<file path="config.mk">
export PLATFORM = sky130hd
export DESIGN_NAME = ser_ld_rx
export DESIGN_NICKNAME = d
export VERILOG_FILES = /design/src/rtl/ser_ld_rx.sv
export SDC_FILE = /design/constraint.sdc
export NUM_CORES = 1
export LEC_CHECK = 0
export ABC_AREA = 1
export CORE_UTILIZATION = 50
export CTS_CLUSTER_SIZE = 14
export DETAILED_ROUTE_END_ITERATION = 10
export GPL_TIMING_DRIVEN = 0
export PLACE_DENSITY = 0.75
export SLEW_MARGIN = 20
export SYNTH_ARGS = -nofsm -noshare
export SYNTH_HDL_FRONTEND = slang
export SYNTH_SLANG_ARGS = --single-unit
</file>
<file path="constraint.sdc">
create_clock -name clk_i -period 1.86 [get_ports clk_i]
set_clock_uncertainty 0.15 [all_clocks]
set_input_delay 0.372 -clock clk_i [delete_from_list [all_inputs] [get_ports clk_i]]
set_output_delay 0.372 -clock clk_i [all_outputs]
set_load 0.005 [all_outputs]
</file>
<file path="src/rtl/ser_ld_rx.sv">
// ser_ld_rx: serial-to-parallel front end for the rising-edge data latch.
// Three asynchronous wires (serial clock, data, load strobe) are synchronized,
// deglitched and turned into rise events. Bits shift in on serial-clock rises.
// A load rise with exactly DATA_W bits presents the word with a one-cycle strobe.
// Any other load count sets a sticky framing error.
module ser_ld_rx #(
    parameter int DATA_W    = 4,
    parameter int SYNC_W    = 2,
    parameter int FILT_LEN  = 2,
    parameter int MSB_FIRST = 1,
    localparam int CNT_W    = $clog2(DATA_W + 2)
) (
    input  logic              clk_i,
    input  logic              rst_i,
    input  logic              sclk_i,
    input  logic              sdat_i,
    input  logic              sld_i,
    input  logic              err_clr_i,
    output logic [DATA_W-1:0] data_o,
    output logic              ltch_o,
    output logic [CNT_W-1:0]  cnt_o,
    output logic              err_o
);

    localparam logic [CNT_W-1:0] CNT_FULL = CNT_W'(DATA_W);
    localparam logic [CNT_W-1:0] CNT_MAX  = CNT_W'(DATA_W + 1);

    // Wire index 0 = sclk, 1 = sdat, 2 = sld.
    logic [2:0]        w_in;
    logic [2:0]        w_sync;
    logic [2:0]        w_all_eq;
    logic [SYNC_W-1:0] r_sync [3];
    logic [2:0]        r_filt;
    logic              r_ck_q;
    logic              r_ld_q;

    logic              w_ck_rise;
    logic              w_ld_rise;
    logic              w_dat;

    logic [DATA_W-1:0] r_sr;
    logic [DATA_W-1:0] w_sr_nxt;
    logic [DATA_W-1:0] w_data_nxt;
    logic [CNT_W-1:0]  w_cnt_nxt;
    logic              w_ltch_nxt;
    logic              w_err_nxt;

    assign w_in = {sld_i, sdat_i, sclk_i};

    // Plain flop chains into the clk_i domain, nothing between stages.
    always_ff @(posedge clk_i or posedge rst_i) begin
        if (rst_i) begin
            for (int i = 0; i < 3; i++) r_sync[i] <= '0;
        end else begin
            for (int i = 0; i < 3; i++) r_sync[i] <= {r_sync[i][SYNC_W-2:0], w_in[i]};
        end
    end

    // The synchronized value is the last stage of each chain.
    always_comb begin
        w_sync = 3'b000;
        for (int i = 0; i < 3; i++) w_sync[i] = r_sync[i][SYNC_W-1];
    end

    generate
        if (FILT_LEN > 1) begin : g_filt_hist
            logic [FILT_LEN-2:0] r_hist [3];
            logic [FILT_LEN-1:0] w_win  [3];

            // The window is the current synchronized sample plus its history.
            // The window is "stable" when all of its samples agree.
            always_comb begin
                w_all_eq = 3'b000;
                for (int i = 0; i < 3; i++) begin
                    w_win[i]    = {r_hist[i], w_sync[i]};
                    w_all_eq[i] = (&w_win[i]) | ~(|w_win[i]);
                end
            end

            // Keep the last FILT_LEN-1 synchronized samples per wire.
            always_ff @(posedge clk_i or posedge rst_i) begin
                if (rst_i) begin
                    for (int i = 0; i < 3; i++) r_hist[i] <= '0;
                end else begin
                    for (int i = 0; i < 3; i++) r_hist[i] <= w_win[i][FILT_LEN-2:0];
                end
            end
        end else begin : g_filt_none
            assign w_all_eq = 3'b111;
        end
    endgenerate

    // Filtered level follows the synchronized value only across a stable window.
    // Delayed copies of the serial-clock and load levels feed rise detection.
    always_ff @(posedge clk_i or posedge rst_i) begin
        if (rst_i) begin
            r_filt <= 3'b000;
            r_ck_q <= 1'b0;
            r_ld_q <= 1'b0;
        end else begin
            for (int i = 0; i < 3; i++) begin
                if (w_all_eq[i]) r_filt[i] <= w_sync[i];
                else             r_filt[i] <= r_filt[i];
            end
            r_ck_q <= r_filt[0];
            r_ld_q <= r_filt[2];
        end
    end

    assign w_ck_rise = r_filt[0] & ~r_ck_q;
    assign w_ld_rise = r_filt[2] & ~r_ld_q;
    assign w_dat     = r_filt[1];

    // Shift, count, load and error decisions.
    // A load always judges the pre-shift register and count, so a shift in
    // the same cycle starts the next frame.
    always_comb begin
        w_sr_nxt   = r_sr;
        w_data_nxt = data_o;
        w_cnt_nxt  = cnt_o;
        w_ltch_nxt = 1'b0;
        w_err_nxt  = err_o;

        if (w_ck_rise) begin
            if (MSB_FIRST != 0) w_sr_nxt = {r_sr[DATA_W-2:0], w_dat};
            else                w_sr_nxt = {w_dat, r_sr[DATA_W-1:1]};
            if (w_ld_rise)              w_cnt_nxt = CNT_W'(1);
            else if (cnt_o == CNT_MAX)  w_cnt_nxt = cnt_o;
            else                        w_cnt_nxt = cnt_o + CNT_W'(1);
        end else if (w_ld_rise) begin
            w_cnt_nxt = '0;
        end else begin
            w_cnt_nxt = cnt_o;
        end

        if (w_ld_rise && (cnt_o == CNT_FULL)) begin
            w_data_nxt = r_sr;
            w_ltch_nxt = 1'b1;
        end else if (w_ld_rise) begin
            w_err_nxt  = 1'b1;
        end else if (err_clr_i) begin
            w_err_nxt  = 1'b0;
        end else begin
            w_err_nxt  = err_o;
        end
    end

    // Registered state and outputs.
    always_ff @(posedge clk_i or posedge rst_i) begin
        if (rst_i) begin
            r_sr   <= '0;
            data_o <= '0;
            ltch_o <= 1'b0;
            cnt_o  <= '0;
            err_o  <= 1'b0;
        end else begin
            r_sr   <= w_sr_nxt;
            data_o <= w_data_nxt;
            ltch_o <= w_ltch_nxt;
            cnt_o  <= w_cnt_nxt;
            err_o  <= w_err_nxt;
        end
    end

endmodule

</file>
==> impl_metrics.json, run 1 <==
{
  "grt_pass1_wl_um": 2180,
  "max_freq_mhz": 565,
  "worstMarginPinSlew_ns": 0.928,
  "antenna_found_initial": 0,
  "avgViaCountPerCell": 4.78,
  "synth_cell_type_count": 17,
  "drt_iter0_markers": 12,
  "netlist_instances": 85,
  "synth_edf_count": 0,
  "gr-total-overflow": 0,
  "core_area_um2": 1800,
  "slew_viol_final": 0,
  "clock_sinks": 27,
  "ir_drop_v": 0.000565,
  "layout_common_cells": "dfrtp_1 (25), nand2_1 (15), clkdlybuf4s50_1 (14)",
  "h-tree-depth": 1,
  "ant_nets": 0,
  "die_w_um": 46.6,
  "yosysWarnings": 0,
  "dp_hpwl_um": 957,
  "drc_errors": 0,
  "path_buf_inv": 1,
  "synth-seq-cells": 27,
  "port-buffer-count": 14,
  "insertion_delay_ns": 0.32,
  "finalHoldViolCount": 0,
  "cts_buffers": 3,
  "row_count": 15,
  "slowest_delay_ns": 0.51,
  "routed_wl_um": 1340,
  "required_ns": 1.34,
  "holdWs_ns": 0.226,
  "powerDensity_nw_per_um2": 1100,
  "die_area_um2": 2170,
  "rsz0062_at_grt": "no",
  "io_pins": 15,
  "crit_slowest_cell": "clkdlybuf4s50_1",
  "clkTransAtPathRegs_ns": 0.15,
  "nets": 114,
  "fin_crit_sh_pct": 95.2,
  "slew_headroom_pct": 37.8,
  "fin_setup_tns_ns": 0,
  "cap_violations": 0,
  "fin_crit_ns": 1.77,
  "netlist.area_leader.share_pct": 67.8,
  "hold_buffers": 0,
  "yosys.area.top_type": "dfrtp_1",
  "finish.instance_area_um2": 1210,
  "wl_per_cell_um": 10.4,
  "synth-async-reset-ratio_pct": 100,
  "drtPass1Iterations": 7,
  "post_dp_cell_area_um2": 1170,
  "crit_path_start_kind": "flop",
  "path_cells": "clkdlybuf4s50_1",
  "diodes": 0,
  "layout_commonest_cell": "dfrtp_1",
  "hold_class": "flop to flop",
  "critPathKind": "flop to output pin",
  "ys.flop_type": "dfrtp_1",
  "synth_area_um2": 996,
  "cts_tree": "done",
  "synth_area_per_cell_um2": 11.7,
  "initial_utilization_pct": 55.3,
  "grt_pass1_vias": 556,
  "leakage_nw": 0.557,
  "grt_max_degree": 28,
  "setup_violations": 0,
  "die_h_um": 46.6,
  "clockBufferDepth": 2,
  "area_growth_pct": 21.2,
  "vias": 617,
  "yosysSeqAreaShare_pct": 67.8,
  "ys_top_cells_by_area": "dfrtp_1 (68%), nand2_1 (5.7%), inv_1 (4.5%)",
  "outcome": "completed",
  "gp_congestion": 0.749,
  "arrival_ns": 1.25,
  "root_buffer": "clkbuf_4",
  "grt_usage_pct": 14.5,
  "crit_family": "buffers and inverters",
  "syn-num-nets": 94,
  "path_max_fanout": 4,
  "drive_gt1_share_pct": 14.4,
  "crit_path_end_kind": "output pin"
}
-- path summary, 6_finish.rpt --
path                                 from                    to  slack, ns  depth (start not counted)
min in group asynchronous           rst_i             r_sync[2]       0.28                          2
worst min-delay path            r_sync[2]  g_filt_hist.w_win[2]       0.23                          0
max in group asynchronous           rst_i              cnt_o[2]       0.80                          2
worst max register to register   cnt_o[0]                 err_o       0.57                          5
worst max-delay path             cnt_o[2]              cnt_o[2]       0.09                          1
worst min register to register  r_sync[2]  g_filt_hist.w_win[2]       0.23                          0
-- synth_stat cells (2+ instances only) --
| cell type | instances |
|---|---|
| o21ai_0 | 6 |
| dfrtp_1 | 27 |
| ha_1 | 3 |
| nor2_1 | 2 |
| nand2_2 | 2 |
| nand2_1 | 15 |
| o21ai_1 | 3 |
| nand3_1 | 5 |
| inv_1 | 12 |
| maj3_1 | 3 |
-- cells by family (layout without fill, tap and decap cells) --
logic type                 count (synthesis)  in the layout  synth area share, %
AOI/OAI and AO/OA                         10             10                 5.40
adders and majority gates                  6              6                 6.78
buffers and inverters                     14             33                 5.65
DFF                                       27             27                 67.8
and+or+nand+nor                           28             28                 14.3
-- sequential cells by signal, indices dropped and copies added, names as in the netlist --
name	cells
cnt_o	3
data_o	4
err_o	1
g_filt_hist.r_hist	3
g_filt_hist.w_win	3
ltch_o	1
r_ck_q	1
r_filt	3
r_ld_q	1
r_sr	4
r_sync	3
-- repair_timing --
action	in CTS	in global routing
gates cloned	0	0
setup buffers	0	1
gates resized for setup	1	1
endpoints found under the hold margin	0	0
setup endpoints to repair	1	2
-- metal layers --
layer | up-vias | routed length, um | global-route usage (%)
met3 | 2 | 58 | 2.35
met1 | 294 | 631 | 19.0
met4 | 0 | 12 | 8.57
met2 | 13 | 638 | 22.8
li1 | 308 | - | -
met5 | - | 0 | 0
-- report_power, final --
group	leakage (nW)	switching, mW	internal (mW)
logic	0.210	0.146	0.177
registers	0.333	0.0661	0.689
clock network	0.0139	0.166	0.0821
-- layout make-up --
class	instances	area, um2
multi-input cells	44	264
flip-flops and latches	27	678
repair buffers	15	148
fillers	152	594
clock inverters	1	7.51
well taps	25	31.3
plain buffers	1	7.51
clock buffers	3	22.5
inverters	13	48.8
-- stage by stage --
stage          util (%)  setup slack [ns]  power [mW]  std cells
2_1_floorplan         -             0.633       0.932         85
3_3_place_gp       64.8             0.169        1.07        124
3_5_place_dp       64.8             0.112        1.09        124
4_1_cts            66.5            0.0110        1.34        128
5_1_grt            67.0            0.0344        1.42        129
6_report           67.0            0.0887        1.33        129
Power figures use the tool's default switching activity.
==> run 2, diff against run 1 <==
Settings changed: CELL_PAD_IN_SITES_DETAIL_PLACEMENT set to 1, CELL_PAD_IN_SITES_GLOBAL_PLACEMENT set to 1, CORE_UTILIZATION 50 to 43, PLACE_DENSITY 0.75 to not set, PLACE_DENSITY_LB_ADDON set to 0.1.
==> run 2 against run 1 <==
Compared with the run above: combinational power grew 10%; die area rose by 16%; first-iteration DRC count fell by 83%; critical path depth is the same; worst setup slack improved by 0.0050 ns; cell count up 3.1%; clock power is 2% lower; utilization decreased by 12 points; wire length grew 22%; sequential share of layout area shrank 0.45 points; global-route usage up 1.4 points; highest routed layer unchanged.
==> impl_metrics.json, run 2 (same netlist as run 1, synthesis figures left out) <==
{
  "insertion_delay_ns": 0.31,
  "ir_drop_v": 0.000630,
  "die_h_um": 50.1,
  "cts_buffers": 3,
  "port-buffer-count": 14,
  "finalHoldViolCount": 0,
  "worstMarginPinSlew_ns": 0.945,
  "grt_pass1_wl_um": 2900,
  "grt_max_degree": 28,
  "crit_path_start_kind": "flop",
  "n_fill_cell": 245,
  "slew_headroom_pct": 36.6,
  "dp_hpwl_um": 1200,
  "min_from": "r_sync[4]",
  "cts_tree": "done",
  "antenna_found_initial": 0,
  "grt_pass1_vias": 686,
  "post-place-ws_ns": 0.0892,
  "root_buffer": "clkbuf_4",
  "area_growth_pct": 22.0,
  "holdWs_ns": 0.214,
  "nets": 115,
  "max_freq_mhz": 566,
  "layout_commonest_cell": "dfrtp_1",
  "powerDensity_nw_per_um2": 1110,
  "die_area_um2": 2510,
  "io_pins": 15,
  "diodes": 0,
  "cap_violations": 0,
  "crit_slowest_cell": "clkdlybuf4s50_1",
  "outcome": "completed",
  "critPathKind": "flop to output pin",
  "wl_per_cell_um": 12.3,
  "gp_congestion": 0.775,
  "drive_gt1_share_pct": 14.3,
  "drc_errors": 0,
  "avgViaCountPerCell": 4.83,
  "largestRegisters": "data_o (4), r_sr (4)",
  "clock_sinks": 27,
  "die_w_um": 50.1,
  "path_cells": "clkdlybuf4s50_1",
  "initial_utilization_pct": 45.5,
  "fin_crit_sh_pct": 95.0,
  "leakage_nw": 0.566,
  "ant_nets": 0,
  "fin_crit_ns": 1.77,
  "arrival_ns": 1.24,
  "gr-total-overflow": 0,
  "required_ns": 1.34,
  "row_count": 17,
  "clkTransAtPathRegs_ns": 0.14,
  "setup.worst_path.start": "cnt_o[2]",
  "crit_path_end_kind": "output pin",
  "slowest_delay_ns": 0.51,
  "p_total_mw": 1.35,
  "routed_wl_um": 1640,
  "slew_viol_final": 0,
  "path_buf_inv": 1,
  "vias": 643,
  "core_area_um2": 2190,
  "rsz0062_at_grt": "no",
  "worst_slack_ns": 0.0938,
  "grt_usage_pct": 15.9,
  "path_max_fanout": 5,
  "clockBufferDepth": 2,
  "hold_class": "flop to flop",
  "layout_common_cells": "dfrtp_1 (26), nand2_1 (15), clkdlybuf4s50_1 (14)",
  "setup_violations": 0,
  "hold_buffers": 0,
  "drt_iter0_markers": 2,
  "h-tree-depth": 1,
  "r2r-start": "cnt_o[0]",
  "placed_cells": 127,
  "crit_family": "buffers and inverters",
  "fin_setup_tns_ns": 0,
  "finalNonFillerCells": 133,
  "drtPass1Iterations": 4
}
[run 2: cell types whose count changed in the layout (fill, tap and decap cells not counted), sizes merged]
cell      change
clkinvlp      -1
buf           +1
clkinv        +1
[run 2: metrics by stage]
stage | utilization [%] | cell area (um2)
finish | 55.5 | 1210
floorplan | - | 996
global route | 55.5 | 1210
CTS | 54.8 | 1200
detailed placement | 53.5 | 1170
global placement | 53.5 | 1170
[run 2: final cells by class]
cell class | count | area (um2) | area share (%)
sequential | 27 | 677 | 55.7
multi-input combinational | 44 | 264 | 21.7
timing repair buffer | 16 | 155 | 12.8
inverter | 13 | 48.8 | 4.02
tap | 28 | 35.0 | 2.88
clock buffer | 3 | 22.5 | 1.85
buffer | 1 | 7.51 | 0.618
clock inverter | 1 | 5.00 | 0.412
[run 2: final timing paths]
check	endpoint	depth (start not counted)	slack [ns]
min in group asynchronous	r_filt[0]	2	0.30
setup reg to reg	data_o[0]	6	0.44
setup / recovery	cnt_o[2]	1	0.09
max in group asynchronous	cnt_o[2]	2	0.79
hold / removal	g_filt_hist.w_win[4]	0	0.21
hold reg to reg	g_filt_hist.w_win[4]	0	0.21
[run 2: power by group]
part | internal, mW | switching (mW) | leakage [nW]
logic | 0.188 | 0.169 | 0.215
registers | 0.688 | 0.0626 | 0.334
clock network | 0.0803 | 0.162 | 0.0177
total | 0.956 | 0.394 | 0.566
[run 2: timing repair]
item / 4_1_cts / 5_1_grt
resized for setup: 1 / 0
buffers inserted: 0 / 2
endpoints found under the setup margin: 1 / 2
[run 2: metal layers]
metal  global-route usage (%)  vias to the layer above  share of wire (%)
met5                        0                        -                  0
li1                         -                      306                  -
met2                     28.0                       11                 51
met4                     5.71                        0               0.98
met3                     3.70                        2                2.8
met1                     18.6                      324                 45
==> run 3, diff against run 2 <==
Settings changed: PLACE_DENSITY_LB_ADDON 0.1 to 0.05.
==> run 3 against run 2 <==
Compared with the run above: utilization rose by 0.34 points; critical path depth stayed put; wire length down 5.7%; critical path type unchanged; largest power group unchanged.
==> impl_metrics.json, run 3 (same netlist as run 1, synthesis figures left out) <==
{
  "crit_path_start_kind": "flop",
  "diodes": 0,
  "root_buffer": "clkbuf_4",
  "finalHoldViolCount": 0,
  "finalNonFillerCells": 134,
  "routed_wl_um": 1540,
  "crit_family": "buffers and inverters",
  "fin_crit_sh_pct": 96.2,
  "max_freq_mhz": 559,
  "die_w_um": 50.1,
  "slew_headroom_pct": 38.8,
  "powerDensity_nw_per_um2": 1110,
  "layout.area.seq_um2": 677,
  "gp_congestion": 0.754,
  "drc_errors": 0,
  "path_cells": "clkdlybuf4s50_1",
  "initial_utilization_pct": 45.5,
  "n_fill_cell": 251,
  "ir_drop_v": 0.000657,
  "largestRegisters": "data_o (4), r_sr (4)",
  "insertion_delay_ns": 0.33,
  "die_h_um": 50.1,
  "hold_class": "flop to flop",
  "die_area_um2": 2510,
  "clock_sinks": 27,
  "layout_common_cells": "dfrtp_1 (26), nand2_1 (15), clkdlybuf4s50_1 (14)",
  "avgViaCountPerCell": 4.78,
  "grt_pass1_wl_um": 2750,
  "rsz0062_at_grt": "no",
  "p_total_mw": 1.36,
  "required_ns": 1.34,
  "grt_usage_pct": 15.2,
  "core_area_um2": 2190,
  "leakage_nw": 0.571,
  "clkTransAtPathRegs_ns": 0.14,
  "nets": 116,
  "drt_iter0_markers": 1,
  "critPathKind": "flop to output pin",
  "drtPass1Iterations": 3,
  "h-tree-depth": 1,
  "cap_violations": 0,
  "placed_cells": 127,
  "worstMarginPinSlew_ns": 0.912,
  "dp_hpwl_um": 1070,
  "gr-total-overflow": 0,
  "fin_crit_ns": 1.79,
  "port-buffer-count": 14,
  "outcome": "completed",
  "vias": 641,
  "io_pins": 15,
  "multi_input_area_um2": 264,
  "slew_viol_final": 0,
  "path_buf_inv": 1,
  "grt_max_degree": 28,
  "row_count": 17,
  "arrival_ns": 1.27,
  "clockBufferDepth": 2,
  "crit_path_end_kind": "output pin",
  "layout_commonest_cell": "dfrtp_1",
  "fin_setup_tns_ns": 0,
  "crit_slowest_cell": "clkdlybuf4s50_1",
  "drive_gt1_share_pct": 15.1,
  "wl_per_cell_um": 11.5,
  "grt_pass1_vias": 642,
  "area_growth_pct": 22.7,
  "slowest_delay_ns": 0.52,
  "cts_buffers": 3,
  "cts_tree": "done",
  "path_max_fanout": 4,
  "setup_violations": 0,
  "ant_nets": 0,
  "antenna_found_initial": 0
}
run 3: cell types whose count changed in the layout (fill, tap and decap cells not counted):
cell	delta
buf_4	+1
run 3: what timing repair did:
item | in CTS | in global routing
resized for setup | 1 | 0
hold buffers | 0 | 0
buffers inserted | 1 | 2
setup endpoints to repair | 1 | 1
run 3: final cells by class:
type                       count  share of cell area [%]
clock inverter                 1                   0.409
timing repair buffer          17                    13.3
inverter                      13                    3.99
sequential                    27                    55.4
buffer                         1                   0.614
tap                           28                    2.87
clock buffer                   3                    1.84
multi-input combinational     44                    21.6
run 3: path summary, 6_finish.rpt:
| kind | start | endpoint | slack (ns) | depth (start not counted) |
|---|---|---|---|---|
| worst max register to register | cnt_o[0] | cnt_o[1] | 0.52 | 6 |
| worst min register to register | r_sync[2] | g_filt_hist.w_win[2] | 0.22 | 0 |
| worst max-delay path | cnt_o[0] | cnt_o[0] | 0.07 | 1 |
| worst min-delay path | r_sync[2] | g_filt_hist.w_win[2] | 0.22 | 0 |
| max in group asynchronous | rst_i | cnt_o[2] | 0.84 | 2 |
| min in group asynchronous | rst_i | g_filt_hist.r_hist[2] | 0.26 | 2 |
run 3: report_power, final:
part | internal (mW) | switching [mW] | leakage, nW
Combinational | 0.195 | 0.164 | 0.220
Clock | 0.0809 | 0.173 | 0.0177
Sequential | 0.688 | 0.0596 | 0.334
run 3: metal layers:
metal | up-vias | GRT usage (%) | wire length (um) | share of wire [%]
met5 | - | 0 | 0 | 0
met4 | 0 | 10.0 | 44 | 2.9
met3 | 5 | 1.85 | 36 | 2.3
met2 | 12 | 23.8 | 739 | 48
met1 | 317 | 19.8 | 722 | 47
li1 | 307 | - | - | -
run 3: through the flow:
stage / setup slack, ns / hold slack (ns) / utilization, % / cell area [um2]
floorplan: 0.633 / 0.181 / - / 996
global placement: 0.124 / 0.189 / 53.5 / 1170
detailed placement: 0.0971 / 0.189 / 53.5 / 1170
CTS: 0.0230 / 0.220 / 55.1 / 1210
global route: 0.0283 / 0.233 / 55.8 / 1220
finish: 0.0703 / 0.217 / 55.8 / 1220
